$ cat config.mk
export PLATFORM = sky130hd
export DESIGN_NAME = shift_sequencer
export DESIGN_NICKNAME = d
export VERILOG_FILES = /design/src/rtl/shift_sequencer.sv
export SDC_FILE = /design/constraint.sdc
export NUM_CORES = 1
export LEC_CHECK = 0
export ABC_AREA = 1
export BUFFER_PORTS_ARGS = -buffer_cell sky130_fd_sc_hd__buf_2
export CAP_MARGIN = 10
export CORE_ASPECT_RATIO = 0.7
export CORE_UTILIZATION = 30
export CTS_CLUSTER_DIAMETER = 150
export DETAILED_ROUTE_END_ITERATION = 10
export HOLD_SLACK_MARGIN = 0.08
export PLACE_DENSITY = 0.6
export SLEW_MARGIN = 20
export SYNTH_ARGS = -nofsm -noshare
export SYNTH_HDL_FRONTEND = slang
export SYNTH_SLANG_ARGS = --single-unit
$ cat constraint.sdc
create_clock -name clk -period 5.34 [get_ports clk]
set_input_delay 0.267 -clock clk [delete_from_list [all_inputs] [get_ports clk]]
set_output_delay 0.267 -clock clk [all_outputs]
set_load 0.005 [all_outputs]
$ cat src/rtl/shift_sequencer.sv
// Iterative shifter for the ARC ALU. It moves at most MAX_STEP bits per cycle and returns the result over a valid/ready handshake.
// Define SHIFT_SRA_EN to add func 11 (arithmetic right shift); without it, func 11 is reported as unsupported.
module shift_sequencer #(
  parameter int WIDTH    = 32,
  parameter int MAX_STEP = 4
) (
  input  logic             clk,
  input  logic             reset_n,
  input  logic             flush,
  input  logic             req_valid,
  output logic             req_ready,
  input  logic [3:0]       req_func,
  input  logic [WIDTH-1:0] req_data,
  input  logic [4:0]       req_amt,
  output logic             res_valid,
  input  logic             res_ready,
  output logic [WIDTH-1:0] res_data,
  output logic             res_unsup,
  output logic             busy
);

  typedef enum logic [1:0] {S_IDLE, S_SHIFT, S_DONE} state_t;

  localparam logic [4:0] STEP_MAX = 5'(MAX_STEP);

  state_t           r_state;
  logic [WIDTH-1:0] r_data;
  logic             r_right;
  logic [4:0]       r_rem;
  logic             r_unsup;
  logic             r_req_ready;
  logic             r_res_valid;
  logic             r_busy;

  logic             w_right;
  logic [4:0]       w_amt;
  logic             w_unsup;
  logic [4:0]       w_step;
  logic [4:0]       w_rem_next;
  logic [WIDTH-1:0] w_right_shift;
  logic [WIDTH-1:0] w_shifted;

`ifdef SHIFT_SRA_EN
  logic r_arith;
  logic w_arith;
`endif

  // NOTE: every always_comb output gets a default first so no path can infer a latch.
  always_comb begin
    w_right = 1'b0;
    w_amt   = 5'd0;
    w_unsup = 1'b0;
`ifdef SHIFT_SRA_EN
    w_arith = 1'b0;
`endif
    case (req_func)
      4'd4:  begin w_right = 1'b1; w_amt = req_amt; end
      4'd9:  w_amt = 5'd2;
      4'd10: w_amt = 5'd10;
`ifdef SHIFT_SRA_EN
      4'd11: begin w_right = 1'b1; w_amt = req_amt; w_arith = 1'b1; end
`endif
      default: w_unsup = 1'b1;
    endcase
  end

  assign w_step     = (r_rem > STEP_MAX) ? STEP_MAX : r_rem;
  assign w_rem_next = r_rem - w_step;

  // Replicating the MSB on every step is the same as one arithmetic shift of the latched word.
`ifdef SHIFT_SRA_EN
  assign w_right_shift = r_arith ? WIDTH'($signed(r_data) >>> w_step) : (r_data >> w_step);
`else
  assign w_right_shift = r_data >> w_step;
`endif

  assign w_shifted = r_right ? w_right_shift : (r_data << w_step);

  // NOTE: sequential state uses non-blocking assignments so every register samples pre-edge values.
  always_ff @(posedge clk) begin
    if (!reset_n) begin
      r_state     <= S_IDLE;
      r_data      <= '0;
      r_right     <= 1'b0;
      r_rem       <= 5'd0;
      r_unsup     <= 1'b0;
      r_req_ready <= 1'b1;
      r_res_valid <= 1'b0;
      r_busy      <= 1'b0;
`ifdef SHIFT_SRA_EN
      r_arith     <= 1'b0;
`endif
    end else if (flush) begin
      r_state     <= S_IDLE;
      r_rem       <= 5'd0;
      r_req_ready <= 1'b1;
      r_res_valid <= 1'b0;
      r_busy      <= 1'b0;
    end else begin
      case (r_state)
        S_IDLE: begin
          if (req_valid && r_req_ready) begin
            r_data      <= req_data;
            r_right     <= w_right;
            r_rem       <= w_amt;
            r_unsup     <= w_unsup;
            r_req_ready <= 1'b0;
            r_busy      <= 1'b1;
`ifdef SHIFT_SRA_EN
            r_arith     <= w_arith;
`endif
            if (w_amt == 5'd0) begin
              r_state     <= S_DONE;
              r_res_valid <= 1'b1;
            end else begin
              r_state <= S_SHIFT;
            end
          end
        end
        S_SHIFT: begin
          r_data <= w_shifted;
          r_rem  <= w_rem_next;
          if (w_rem_next == 5'd0) begin
            r_state     <= S_DONE;
            r_res_valid <= 1'b1;
          end
        end
        S_DONE: begin
          if (res_ready) begin
            r_state     <= S_IDLE;
            r_res_valid <= 1'b0;
            r_req_ready <= 1'b1;
            r_busy      <= 1'b0;
          end
        end
        default: begin
          r_state     <= S_IDLE;
          r_res_valid <= 1'b0;
          r_req_ready <= 1'b1;
          r_busy      <= 1'b0;
        end
      endcase
    end
  end

  assign req_ready = r_req_ready;
  assign res_valid = r_res_valid;
  assign res_data  = r_data;
  assign res_unsup = r_unsup;
  assign busy      = r_busy;

endmodule
# Yosys cells after proc, flatten, opt, wreduce, memory -nomap -nowiden

Cells that the tools add are included.

Memories kept: 0
RAM bits: 0
ROM bits: 0
Logic and storage cells: 61
Bits in registers: 44
Bits in latches: 0
Output and inout bits: 36

Multiplexer cells: 24
Reductions and logical operators: 13
$add $sub $neg: 1
Shift operators: 2
$mul: 0
Equality and inequality tests: 9
Bitwise operators: 3
$lt $le $gt $ge: 1
Divide/modulo/power cells: 0

Operators by type and width:

| kind                                                          | number |
|---|---|
| 2-to-1 mux 32 bit                                             | 2 |
| case mux 32 bit (2 select lines)                              | 1 |
| left shift 32 x 5 -> 32 bit                                   | 1 |
| >> shifter 32 x 5 -> 32 bit                                   | 1 |
| case mux 5 bit (3 select lines)                               | 1 |
| AND reduction 3 bit                                           | 4 |
| zero test 5 bit                                               | 2 |
| 2-to-1 mux 5 bit                                              | 2 |
| case mux 5 bit (2 select lines)                               | 1 |
| 2-to-1 mux 1 bit                                              | 9 |
| case mux 1 bit (3 select lines)                               | 3 |
| equality test 4 bit, second input constant                    | 2 |
| 2-to-1 mux 2 bit                                              | 4 |
| != test 2 bit, second input constant                          | 4 |
| case mux 2 bit (3 select lines)                               | 1 |
| greater-than comparator 5 x 3 -> 1 bit, second input constant | 1 |
| subtractor 5 bit                                              | 1 |
| equality test 4 x 3 -> 1 bit, second input constant           | 1 |
| AND reduction 4 bit                                           | 1 |
| NOT 1 bit                                                     | 3 |
| OR reduction 3 bit                                            | 1 |
| equality test 2 x 1 -> 1 bit, second input constant           | 1 |
| equality test 2 bit, second input constant                    | 1 |
| zero test 2 bit                                               | 1 |
| 4 further kinds                                               | 4 |

# Depth between registers and ports, before layout

Gate-level depths: netlist of run 1.

Depth in word-level cells: 6
Gate-level depth with buffers: 14

# Worst setup path after synthesis of run 1

OpenSTA, ideal clock, no wires.

Path kind: reg-to-reg
Start point: register r_rem[2]
End point: register r_res_valid (netlist: res_valid)
Library setup time: 0.123 ns
Buffers on the path: 0
Period minus slack after synthesis: 1.670 ns
Arrival: 1.548 ns
Required time: 5.217 ns
Stages on the path, launching flop included: 11
Slack: 3.670 ns
Path through: dfxtp_1 inv_2 nand2_2 nand2_1 ha_1 o211ai_1 nand3_1 a21oi_1 nand3_1 nand2_1 a21oi_1

Longest elaborated chain between the ends: 6

Ends and longest elaborated chain:

| element                                | RTL line | text |
|---|---|---|
| start: declaration                     | 29       | `logic [4:0] r_rem;` |
| start signal: assignment               | 105      | `r_rem <= w_amt;` |
| start signal: assignment               | 122      | `r_rem <= w_rem_next;` |
| greater-than comparator 5 x 3 -> 1 bit | 67       | `assign w_step = (r_rem > STEP_MAX) ? STEP_MAX : r_rem;` |
| 2-to-1 mux 5 bit                       | 67       |  |
| subtractor 5 bit *                     | 68       | `assign w_rem_next = r_rem - w_step;` |
| zero test 5 bit *                      | 123      | `if (w_rem_next == 5'd0) begin` |
| != test 2 bit (no line) *              | --       |  |
| AND reduction 4 bit (no line) *        | --       |  |
| end signal: assignment                 | 125      | `r_res_valid <= 1'b1;` |
| end signal: assignment                 | 131      | `r_res_valid <= 1'b0;` |
| end signal: assignment                 | 138      | `r_res_valid <= 1'b0;` |
| end: declaration                       | 32       | `logic r_res_valid;` |

Every way passes the cells marked *; elsewhere a longest branch is shown, timed or not.
A chain may end at the register's enable or synchronous reset.

# Final worst setup path of run 1

Start point: register r_rem[4]
End point: register r_data[22] (netlist: res_data[22])

Longest elaborated chain between the ends: 5
Elaborated cells on any way between the ends: 6
Classes of those cells: order compare: 1; shift: 2; mux: 3

Ends and longest elaborated chain:

| element                                                                           | RTL line | text |
|---|---|---|
| greater-than comparator 5 x 3 -> 1 bit                                            | 67       |  |
| 2-to-1 mux 5 bit *                                                                | 67       |  |
| left shift 32 x 5 -> 32 bit / >> shifter 32 x 5 -> 32 bit (equally long branches) | 77, 74   |  |
| 2-to-1 mux 32 bit *                                                               | 77       | `assign w_shifted = r_right ? w_right_shift : (r_data << w_step);` |
| case mux 32 bit (2 select lines) *                                                | 100      | `case (r_state)` |
| end signal: assignment                                                            | 103      | `r_data <= req_data;` |
| end signal: assignment                                                            | 121      | `r_data <= w_shifted;` |
| end: declaration                                                                  | 27       | `logic [WIDTH-1:0] r_data;` |

Marks and branches as above.

==> results.rst, run 1 <==
.. list-table::
   :header-rows: 1

   * - Metric
     - Value
   * - Footprint of the multi-input gates
     - 2800 µm²
   * - Data arrival time at the worst-slack endpoint
     - 2920 ps
   * - CTS Hold Bufs
     - 0
   * - WS Path Type
     - flop to flop
   * - Register area share after synthesis
     - 20.7%
   * - Number of cells on the worst reg-to-reg path
     - 10
   * - Relative slew slack
     - 45.6%
   * - Total die area
     - 14700 µm²
   * - CP cell instances
     - nor2_2 -> nand2_2 -> nor2_4 -> buf_4 -> inv_2 -> or2_1 -> nand3_1 -> nand3_1 -> nor2_1 -> nor2_1
   * - F_max
     - 368 MHz
   * - Std-Cell Core Area
     - 13900 µm²
   * - Via count of the first global-routing pass
     - 4623
   * - Post-route clock skew
     - 5.40 ps
   * - Final-layout setup total negative slack
     - 0 ps
   * - Setup bufs post-CTS
     - 0
   * - Mean area per synthesized cell
     - 5.41 µm²
   * - Worst-margin pin slew
     - 815 ps
   * - Number of filler instances in the final layout
     - 1641
   * - Resized cells post-CTS
     - 0
   * - Flop and latch count out of synthesis
     - 44
   * - Inserted Diodes
     - 0
   * - Level count of the clock H-tree
     - 2
   * - Routability-driven placement congestion ratio
     - 0.892
   * - Met3 layer usage reported by global route
     - 5.06%
   * - Critical path buffer and inverter count
     - 2
   * - Number of failing hold endpoints at the final stage
     - 0
   * - Initial standard-cell utilization of the core
     - 30.7%
   * - Area fraction of the dominant cell type after synthesis
     - 20.7%
   * - Clk buf depth
     - 2
   * - Startpoint types
     - flop
   * - HPWL after DPL
     - 10.5 mm
   * - Cell count of the worst hold path
     - 3
   * - Met1 layer usage reported by global route
     - 32.0%
   * - Outcome
     - finished clean
   * - Die Wd
     - 144 µm
   * - Final nets
     - 886
   * - Growth of design area from synthesis to finish
     - 14.8%
   * - Number of core rows
     - 36
   * - Vertical die dimension
     - 102 µm
   * - Category of cells accounting for the largest share of critical-path delay
     - buffers and inverters
   * - Total detailed-routing wirelength
     - 14.9 mm
   * - Max-slew violation count
     - 0
   * - Top Usage Layer GRT
     - met1
   * - Final critical path time including I/O delays and setup
     - 2720 ps
   * - Wire length of the first global-routing pass
     - 23.8 mm
   * - Count of cell types in the netlist
     - 35
   * - Post-Place Cells
     - 1022
   * - Count of unresolved DRC violations after routing
     - 0
   * - Leakage power
     - 2.20 nW
   * - Number of antenna violations at the first check in global routing
     - 0
   * - Avg Vias per Cell
     - 5.08
   * - Maximum cell stage delay along the critical path
     - 570 ps
   * - Initial DRT Pass Iterations
     - 5
   * - Sort of element at the end of the critical path
     - flop
   * - Period Utilization, post-route
     - 50.9%
   * - Required time at the worst-slack endpoint
     - 5540 ps
   * - Share of layout cells above drive strength 1
     - 14.9%
   * - Cells after Synth
     - 787
   * - Count of endpoints failing setup in the final report
     - 0
   * - YS warnings
     - 0
   * - Maximum number of pins on one net before global-route repair
     - 79
   * - CP max stage cell
     - sky130_fd_sc_hd__buf_4
   * - Number of standard cells in the layout, taps in and fillers out
     - 1030
   * - Number of maximum-capacitance violations
     - 0
   * - Power density cells
     - 211 nW/µm²
   * - Num CTS Buffers
     - 5
   * - Global routing met2 resource utilization
     - 29.5%
   * - Number of antenna-violating nets in the routed design
     - 0
   * - Worst voltage drop across the vdd grid
     - 0.0000887 V
   * - Most used cells in the layout excluding fill and tap cells
     - sky130_fd_sc_hd__nand2_1, sky130_fd_sc_hd__nand3_1, sky130_fd_sc_hd__inv_1
   * - Syn Nets
     - 834
   * - Critical Path Stages
     - 10
   * - Clock root cell
     - sky130_fd_sc_hd__clkbuf_16
   * - Leftover overflow at the end of global routing
     - 0
   * - Cell area after synthesis
     - 4260 µm²
   * - Synth area leader
     - sky130_fd_sc_hd__dfxtp_1
   * - Dominant cells by area after synthesis
     - sky130_fd_sc_hd__dfxtp_1, sky130_fd_sc_hd__nand2_1, sky130_fd_sc_hd__nand3_1
   * - Gr usage total
     - 20.9%
   * - Clock tree from TritonCTS
     - yes
   * - Count of buffers inserted at the top-level ports
     - 81
   * - Clock Pin Slew Worst Setup and Hold Paths
     - 70 ps
   * - Wire length per cell after detailed routing
     - 14.4 µm
   * - Unrepaired setup endpoints after global routing
     - false
   * - DR iter-0 viols
     - 541
   * - Clock latency of the later-clocked register in the worst-skew pair
     - 300 ps
   * - Commonest non-fill, non-tap cell in the layout
     - sky130_fd_sc_hd__nand2_1
   * - CP Max Fanout
     - 75
   * - Clock tree sinks
     - 44
   * - I/O pins
     - 82
   * - Class of the tightest hold or removal check
     - input port to flop
   * - Total number of vias
     - 5228
   * - Sequential cell area
     - 881 µm²
-- worst min-delay path, stage by stage --
cell and delay [ps]:
sky130_fd_sc_hd__buf_2 110, sky130_fd_sc_hd__nor2_1 70, sky130_fd_sc_hd__nand2_1 70
-- layout make-up --
cell class | instances | share of cell area (%)
clock inverter | 2 | 0.205
inverter | 99 | 7.60
sequential | 44 | 18.0
clock buffer | 6 | 2.84
tap | 190 | 4.86
timing repair buffer | 87 | 9.21
multi-input combinational | 602 | 57.3
-- report_power, final --
part	total [mW]	leakage [nW]	internal, mW	switching (mW)
clock network	0.336	0.0766	0.185	0.150
registers	0.391	0.361	0.358	0.0328
logic	0.308	1.76	0.106	0.201
total	1.03	2.20	0.649	0.385
-- sequential cells by signal (all words and copies together) (netlist names) --
name	cells
res_data	32
res_unsup	1
req_ready	1
r_rem	5
r_right	1
res_valid	1
busy	1
r_state	2
-- cell families after synthesis --
kind of cell    synth area share, %
simple gates                   42.1
fa+ha+maj                     0.294
compound gates                 23.0
other cells                  0.0881
flops                          20.7
buf+inv                        13.8
-- path summary, 6_finish.rpt --
path                         start  slack (ps)                         to
max          r_rem[4]$_SDFFE_PP0P_        2620  res_data[22]$_SDFFE_PN0P_
min                          flush         250     req_ready$_SDFFE_PP1P_
max reg2reg  r_rem[4]$_SDFFE_PP0P_        2620  res_data[22]$_SDFFE_PN0P_
min reg2reg      busy$_SDFFE_PP0P_         460          busy$_SDFFE_PP0P_
-- synth_stat cells, drive strengths merged --
| cell | n |
|---|---|
| a211oi | 1 |
| a21oi | 45 |
| a221oi | 1 |
| a22oi | 1 |
| a31oi | 2 |
| a32oi | 1 |
| and2 | 1 |
| buf | 29 |
| clkbuf | 13 |
| conb | 1 |
| dfxtp | 44 |
| ha | 1 |
| inv | 99 |
| nand2 | 219 |
| nand3 | 109 |
| nand3b | 2 |
| nor2 | 84 |
| nor4 | 1 |
| o211ai | 24 |
| o21a | 1 |
| o21ai | 99 |
| o221ai | 1 |
| o31ai | 2 |
| or2 | 6 |
-- metal layers --
layer	vias to the layer above	part of all wire, %
li1	2681	-
met1	2346	52
met2	193	39
met3	8	8.3
met4	0	0.55
met5	-	0
-- per-stage QoR --
step / power, mW / hold WS, ps / cell area, µm² / worst slack, ps / util (%)
2_1_floorplan: 0.597 / 389 / 4260 / 3670 / -
3_3_place_gp: 0.702 / 458 / 4740 / 2720 / 34.2
3_5_place_dp: 0.700 / 458 / 4740 / 2680 / 34.2
4_1_cts: 1.03 / 239 / 4890 / 2660 / 35.2
5_1_grt: 1.10 / 262 / 4890 / 2310 / 35.2
6_report: 1.03 / 254 / 4890 / 2620 / 35.2
Note: power is estimated with default switching activity, not from simulation.
==> run 2, diff against run 1 <==
==> constraint.sdc (replaced) <==
create_clock -name clk -period 2.7 [get_ports clk]
set_input_delay 0.135 -clock clk [delete_from_list [all_inputs] [get_ports clk]]
set_output_delay 0.135 -clock clk [all_outputs]
set_load 0.005 [all_outputs]
==> run 2 against run 1 <==
Utilization is 0.50 points higher. Design area is 1.4% higher. Sequential share of layout area is 0.25 points lower. Flip-flop and latch count stayed put. Count of clock-buffer cells in the layout is 1 lower. Highest routed layer unchanged. Combinational power is 99% higher. Critical path type unchanged. Power is 110% higher. Worst setup slack worse by 2100 ps.
==> results.rst, run 2 (synthesis gave the netlist of run 1 again) <==
.. list-table::
   :header-rows: 1

   * - Metric
     - Value
   * - Outcome
     - finished clean
   * - Resized cells post-CTS
     - 0
   * - Gr usage total
     - 20.7%
   * - Power density cells
     - 430 nW/µm²
   * - Number of core rows
     - 36
   * - Via count of the first global-routing pass
     - 4628
   * - Level count of the clock H-tree
     - 2
   * - Total detailed-routing wirelength
     - 14.7 mm
   * - Min setup slack post-route
     - 547 ps
   * - Clock root cell
     - sky130_fd_sc_hd__clkbuf_16
   * - Number of cells on the worst reg-to-reg path
     - 12
   * - I/O pins
     - 82
   * - Class of the tightest hold or removal check
     - input port to flop
   * - Final standard cell area without fillers
     - 4960 µm²
   * - Most used cells in the layout excluding fill and tap cells
     - sky130_fd_sc_hd__nand2_1, sky130_fd_sc_hd__nand3_1, sky130_fd_sc_hd__inv_1
   * - Clock tree sinks
     - 44
   * - Wire length of the first global-routing pass
     - 23.6 mm
   * - Wire length per cell after detailed routing
     - 14.2 µm
   * - Avg Vias per Cell
     - 5.03
   * - Total number of vias
     - 5215
   * - Required time at the worst-slack endpoint
     - 2900 ps
   * - Clk buf depth
     - 2
   * - Startpoint types
     - flop
   * - F_max
     - 464 MHz
   * - Beginning of the worst hold path
     - flush
   * - Data arrival time at the worst-slack endpoint
     - 2350 ps
   * - Worst-margin pin slew
     - 702 ps
   * - Period Utilization, post-route
     - 79.8%
   * - Final-layout setup total negative slack
     - 0 ps
   * - Count of buffers inserted at the top-level ports
     - 81
   * - Hold endpoint
     - req_ready$_SDFFE_PP1P_
   * - Post-Place Cells
     - 1028
   * - Cell count of the worst hold path
     - 3
   * - WS Path Type
     - flop to flop
   * - Std-Cell Core Area
     - 13900 µm²
   * - Initial DRT Pass Iterations
     - 5
   * - Leakage power
     - 2.24 nW
   * - Max-slew violation count
     - 0
   * - Final nets
     - 892
   * - DR iter-0 viols
     - 571
   * - Utilization after layout
     - 35.7%
   * - Growth of design area from synthesis to finish
     - 16.5%
   * - Inserted Diodes
     - 0
   * - Share of layout cells above drive strength 1
     - 15.5%
   * - Clock latency of the later-clocked register in the worst-skew pair
     - 300 ps
   * - CP Max Fanout
     - 78
   * - Initial standard-cell utilization of the core
     - 30.7%
   * - Num CTS Buffers
     - 5
   * - Capturing point of the worst reg2reg path
     - res_data[18]$_SDFFE_PN0P_
   * - Number of antenna violations at the first check in global routing
     - 0
   * - Number of antenna-violating nets in the routed design
     - 0
   * - CTS Hold Bufs
     - 0
   * - Number of standard cells in the layout, taps in and fillers out
     - 1036
   * - HPWL after DPL
     - 10.8 mm
   * - Clock Pin Slew Worst Setup and Hold Paths
     - 70 ps
   * - Number of failing hold endpoints at the final stage
     - 0
   * - Internal reg-to-reg setup slack
     - 550 ps
   * - Die Wd
     - 144 µm
   * - Final hold slack
     - 113 ps
   * - Unrepaired setup endpoints after global routing
     - false
   * - Maximum number of pins on one net before global-route repair
     - 79
   * - Relative slew slack
     - 53.2%
   * - Commonest non-fill, non-tap cell in the layout
     - sky130_fd_sc_hd__nand2_1
   * - Number of maximum-capacitance violations
     - 0
   * - Final critical path time including I/O delays and setup
     - 2150 ps
   * - Total die area
     - 14700 µm²
   * - Final Total Pwr
     - 2.13 mW
   * - Routability-driven placement congestion ratio
     - 0.877
   * - Count of unresolved DRC violations after routing
     - 0
   * - Placement-stage worst setup slack
     - 609 ps
   * - Post-route clock skew
     - 4.30 ps
   * - Count of endpoints failing setup in the final report
     - 0
   * - Worst r2r src
     - r_rem[3]$_SDFFE_PP0P_
   * - Clock tree from TritonCTS
     - yes
   * - Number of flip-flops under the largest register name
     - 32
   * - Placed standard-cell area
     - 4790 µm²
   * - Setup bufs post-CTS
     - 0
   * - Sort of element at the end of the critical path
     - flop
   * - Worst voltage drop across the vdd grid
     - 0.000219 V
   * - Leftover overflow at the end of global routing
     - 0
   * - Vertical die dimension
     - 102 µm
## run 2: changes by cell type in the layout (fill, tap and decap cells not counted), sizes merged
cell    delta
bufinv     +1
clkbuf     -1
buf        +6
## run 2: how the worst max path moves through the flow
stage                                      from                   endpoint  slack (ps)  cells after the start
after floorplan           r_rem[2]$_SDFFE_PP0P_     res_valid$_SDFFE_PP0P_        1030                     10
after global placement    r_rem[3]$_SDFFE_PP0P_  res_data[18]$_SDFFE_PN0P_         610                     12
after detailed placement  r_rem[4]$_SDFFE_PP0P_  res_data[24]$_SDFFE_PN0P_         610                      9
after CTS                 r_rem[4]$_SDFFE_PP0P_  res_data[24]$_SDFFE_PN0P_         590                      9
after global routing      r_rem[3]$_SDFFE_PP0P_  res_data[10]$_SDFFE_PN0P_         310                     12
final                     r_rem[3]$_SDFFE_PP0P_  res_data[18]$_SDFFE_PN0P_         550                     12
## run 2: area by class of cell
type                    count  area [µm²]
fillers                  1594        8910
well taps                 190         238
flip-flops and latches     44         881
clock inverters             3        47.5
clock buffers               5         125
repair buffers             93         495
inverters                  99         372
multi-input cells         602        2800
## run 2: routing by layer
| layer | global-route usage [%] | vias to the layer above | wire length (µm) |
|---|---|---|---|
| li1 | - | 2695 | - |
| met1 | 31.8 | 2309 | 7650 |
| met2 | 28.8 | 203 | 5680 |
| met3 | 4.16 | 8 | 1220 |
| met4 | 4.62 | 0 | 143 |
| met5 | 0 | - | 0 |
## run 2: critical path: stages, from the launching register on
cell and delay (ps):
sky130_fd_sc_hd__dfxtp_1 330, sky130_fd_sc_hd__inv_2 90, sky130_fd_sc_hd__nand2_2 90, sky130_fd_sc_hd__nor2_4 160, sky130_fd_sc_hd__nand2_4 380, sky130_fd_sc_hd__nand2_1 210
sky130_fd_sc_hd__o21ai_0 100, sky130_fd_sc_hd__inv_1 160, sky130_fd_sc_hd__nand2_1 90, sky130_fd_sc_hd__nand3_1 170, sky130_fd_sc_hd__nand3_1 100, sky130_fd_sc_hd__nor2_1 90
sky130_fd_sc_hd__nor2_1 40
## run 2: where the power goes
part           switching (mW)  total [mW]  internal, mW  leakage [nW]
logic                   0.395       0.612         0.217          1.79
clock network           0.304       0.745         0.441        0.0840
registers              0.0678       0.775         0.707         0.361
==> run 3, diff against run 2 <==
--- a/config.mk
+++ b/config.mk
@@ -13,7 +13,7 @@
 export CTS_CLUSTER_DIAMETER = 150
 export DETAILED_ROUTE_END_ITERATION = 10
 export HOLD_SLACK_MARGIN = 0.08
-export PLACE_DENSITY = 0.6
+export PLACE_DENSITY = 0.61
 export SLEW_MARGIN = 20
 export SYNTH_ARGS = -nofsm -noshare
 export SYNTH_HDL_FRONTEND = slang
==> constraint.sdc (replaced) <==
create_clock -name clk -period 1.8 [get_ports clk]
set_input_delay 0.09 -clock clk [delete_from_list [all_inputs] [get_ports clk]]
set_output_delay 0.09 -clock clk [all_outputs]
set_load 0.005 [all_outputs]
==> run 3 against run 2 <==
Fmax up 24%. Critical path depth up 1. First-iteration DRC count up 19%. Via count up 4.5%. Highest routed layer unchanged.
==> results.rst, run 3 (synthesis gave the netlist of run 1 again) <==
.. list-table::
   :header-rows: 1

   * - Metric
     - Value
   * - Worst voltage drop across the vdd grid
     - 0.000319 V
   * - Maximum cell stage delay along the critical path
     - 370 ps
   * - Std-Cell Core Area
     - 13900 µm²
   * - Via count of the first global-routing pass
     - 4594
   * - Class of the tightest hold or removal check
     - input port to flop
   * - Max-slew violation count
     - 0
   * - Data arrival time at the worst-slack endpoint
     - 1980 ps
   * - CP Max Fanout
     - 8
   * - Number of failing hold endpoints at the final stage
     - 0
   * - Clk buf depth
     - 2
   * - Period Utilization, post-route
     - 96.8%
   * - Footprint of the multi-input gates
     - 2970 µm²
   * - Count of unresolved DRC violations after routing
     - 0
   * - Final critical path time including I/O delays and setup
     - 1740 ps
   * - Clock root cell
     - sky130_fd_sc_hd__clkbuf_16
   * - Leftover overflow at the end of global routing
     - 0
   * - Category of cells accounting for the largest share of critical-path delay
     - simple AND/OR/NAND/NOR gates
   * - Total die area
     - 14700 µm²
   * - DR iter-0 viols
     - 680
   * - Clock tree sinks
     - 44
   * - Post-Place Cells
     - 1050
   * - Gr usage total
     - 21.2%
   * - Count of endpoints failing setup in the final report
     - 0
   * - Die Wd
     - 144 µm
   * - Commonest non-fill, non-tap cell in the layout
     - sky130_fd_sc_hd__nand2_1
   * - Vertical die dimension
     - 102 µm
   * - Number of flip-flops under the largest register name
     - 32
   * - Total detailed-routing wirelength
     - 15.8 mm
   * - Wire length per cell after detailed routing
     - 14.8 µm
   * - Placed standard-cell area
     - 5050 µm²
   * - Number of core rows
     - 36
   * - Wire length of the first global-routing pass
     - 24.0 mm
   * - Final-layout setup total negative slack
     - 0 ps
   * - Number of filler instances in the final layout
     - 1550
   * - Clock latency of the later-clocked register in the worst-skew pair
     - 300 ps
   * - CP max stage cell
     - sky130_fd_sc_hd__dfxtp_4
   * - Initial DRT Pass Iterations
     - 5
   * - Avg Vias per Cell
     - 5.11
   * - Level count of the clock H-tree
     - 2
   * - Outcome
     - finished clean
   * - Total number of vias
     - 5450
   * - Clock tree from TritonCTS
     - yes
   * - Post-route clock skew
     - 13.9 ps
   * - Critical path buffer and inverter count
     - 4
   * - Leakage power
     - 2.48 nW
   * - Number of antenna violations at the first check in global routing
     - 0
   * - Routability-driven placement congestion ratio
     - 0.867
   * - Count of buffers inserted at the top-level ports
     - 81
   * - I/O pins
     - 82
   * - Num CTS Buffers
     - 5
   * - Sequential cell area
     - 888 µm²
   * - Final nets
     - 922
   * - F_max
     - 574 MHz
   * - Sort of element at the end of the critical path
     - flop
   * - Startpoint types
     - flop
   * - Maximum number of pins on one net before global-route repair
     - 49
   * - Inserted Diodes
     - 0
   * - Utilization after layout
     - 39.5%
   * - WS Path Type
     - flop to flop
   * - Growth of design area from synthesis to finish
     - 28.7%
   * - Final hold slack
     - 87.5 ps
   * - Number of standard cells in the layout, taps in and fillers out
     - 1066
   * - Share of layout cells above drive strength 1
     - 22.7%
   * - Clock Pin Slew Worst Setup and Hold Paths
     - 70 ps
   * - Final standard cell area without fillers
     - 5480 µm²
   * - Number of maximum-capacitance violations
     - 0
   * - CP cell instances
     - inv_4 -> nand2_4 -> nor2_4 -> nand2_4 -> buf_12 -> buf_8 -> o21ai_0 -> inv_1 -> o21ai_2 -> nand2_1 -> nand2_1 -> nor2_1 -> nor2_1
   * - Unrepaired setup endpoints after global routing
     - true
   * - Most used cells in the layout excluding fill and tap cells
     - sky130_fd_sc_hd__nand2_1, sky130_fd_sc_hd__nand3_1, sky130_fd_sc_hd__inv_1
   * - Initial standard-cell utilization of the core
     - 30.7%
   * - Number of antenna-violating nets in the routed design
     - 0
   * - Required time at the worst-slack endpoint
     - 2040 ps
   * - Power density cells
     - 579 nW/µm²
   * - HPWL after DPL
     - 11.2 mm
-- run 3: path summary, 6_finish.rpt --
path | from | to | slack [ps] | cells past startpoint
worst max-delay path | r_rem[4]$_SDFFE_PP0P_ | res_data[27]$_SDFFE_PN0P_ | 60 | 13
worst min-delay path | res_ready | r_state[1]$_SDFFE_PP0P_ | 90 | 4
worst max register to register | r_rem[4]$_SDFFE_PP0P_ | res_data[27]$_SDFFE_PN0P_ | 60 | 13
worst min register to register | busy$_SDFFE_PP0P_ | busy$_SDFFE_PP0P_ | 460 | 2
-- run 3: power breakdown --
part           internal (mW)  switching (mW)  leakage [nW]
sequential              1.06           0.103         0.364
clock                  0.554           0.422        0.0701
combinational          0.392           0.637          2.05
-- run 3: what timing repair did --
| action | in CTS | in global routing |
|---|---|---|
| pin swaps | 1 | 12 |
| setup endpoints to repair | 2 | 35 |
| hold endpoints to repair | 1 | 0 |
| setup buffers | 1 | 4 |
| gates resized for setup | 1 | 61 |
| gates cloned | 1 | 1 |
| hold buffers | 1 | 0 |
-- run 3: layer usage --
metal / track usage, % / wire [µm] / vias up
met2: 28.7 / 6310 / 252
met1: 33.2 / 7880 / 2428
met3: 4.63 / 1480 / 12
li1: - / - / 2758
met4: 4.05 / 104 / 0
met5: 0 / 0 / -
-- run 3: per-stage QoR --
step / setup WS (ps) / total power, mW
after global routing: -70.1 / 3.37
final: 56.7 / 3.17
after CTS: 6.04 / 3.13
after floorplan: 130 / 1.77
after detailed placement: -3.04 / 2.14
after global placement: 63.4 / 2.14
-- run 3: cell type report --
type,count,share of cell area (%)
Inverter,99,6.83
Timing Repair Buffer,122,15.6
Sequential cell,44,16.2
Clock buffer,7,2.60
Multi-Input combinational cell,603,54.2
Clock inverter,1,0.137
Tap cell,190,4.34
-- run 3: worst min-delay path, stage by stage --
cell	delay (ps)
sky130_fd_sc_hd__buf_2	70
sky130_fd_sc_hd__inv_1	40
sky130_fd_sc_hd__nand3_1	70
sky130_fd_sc_hd__a21oi_1	60
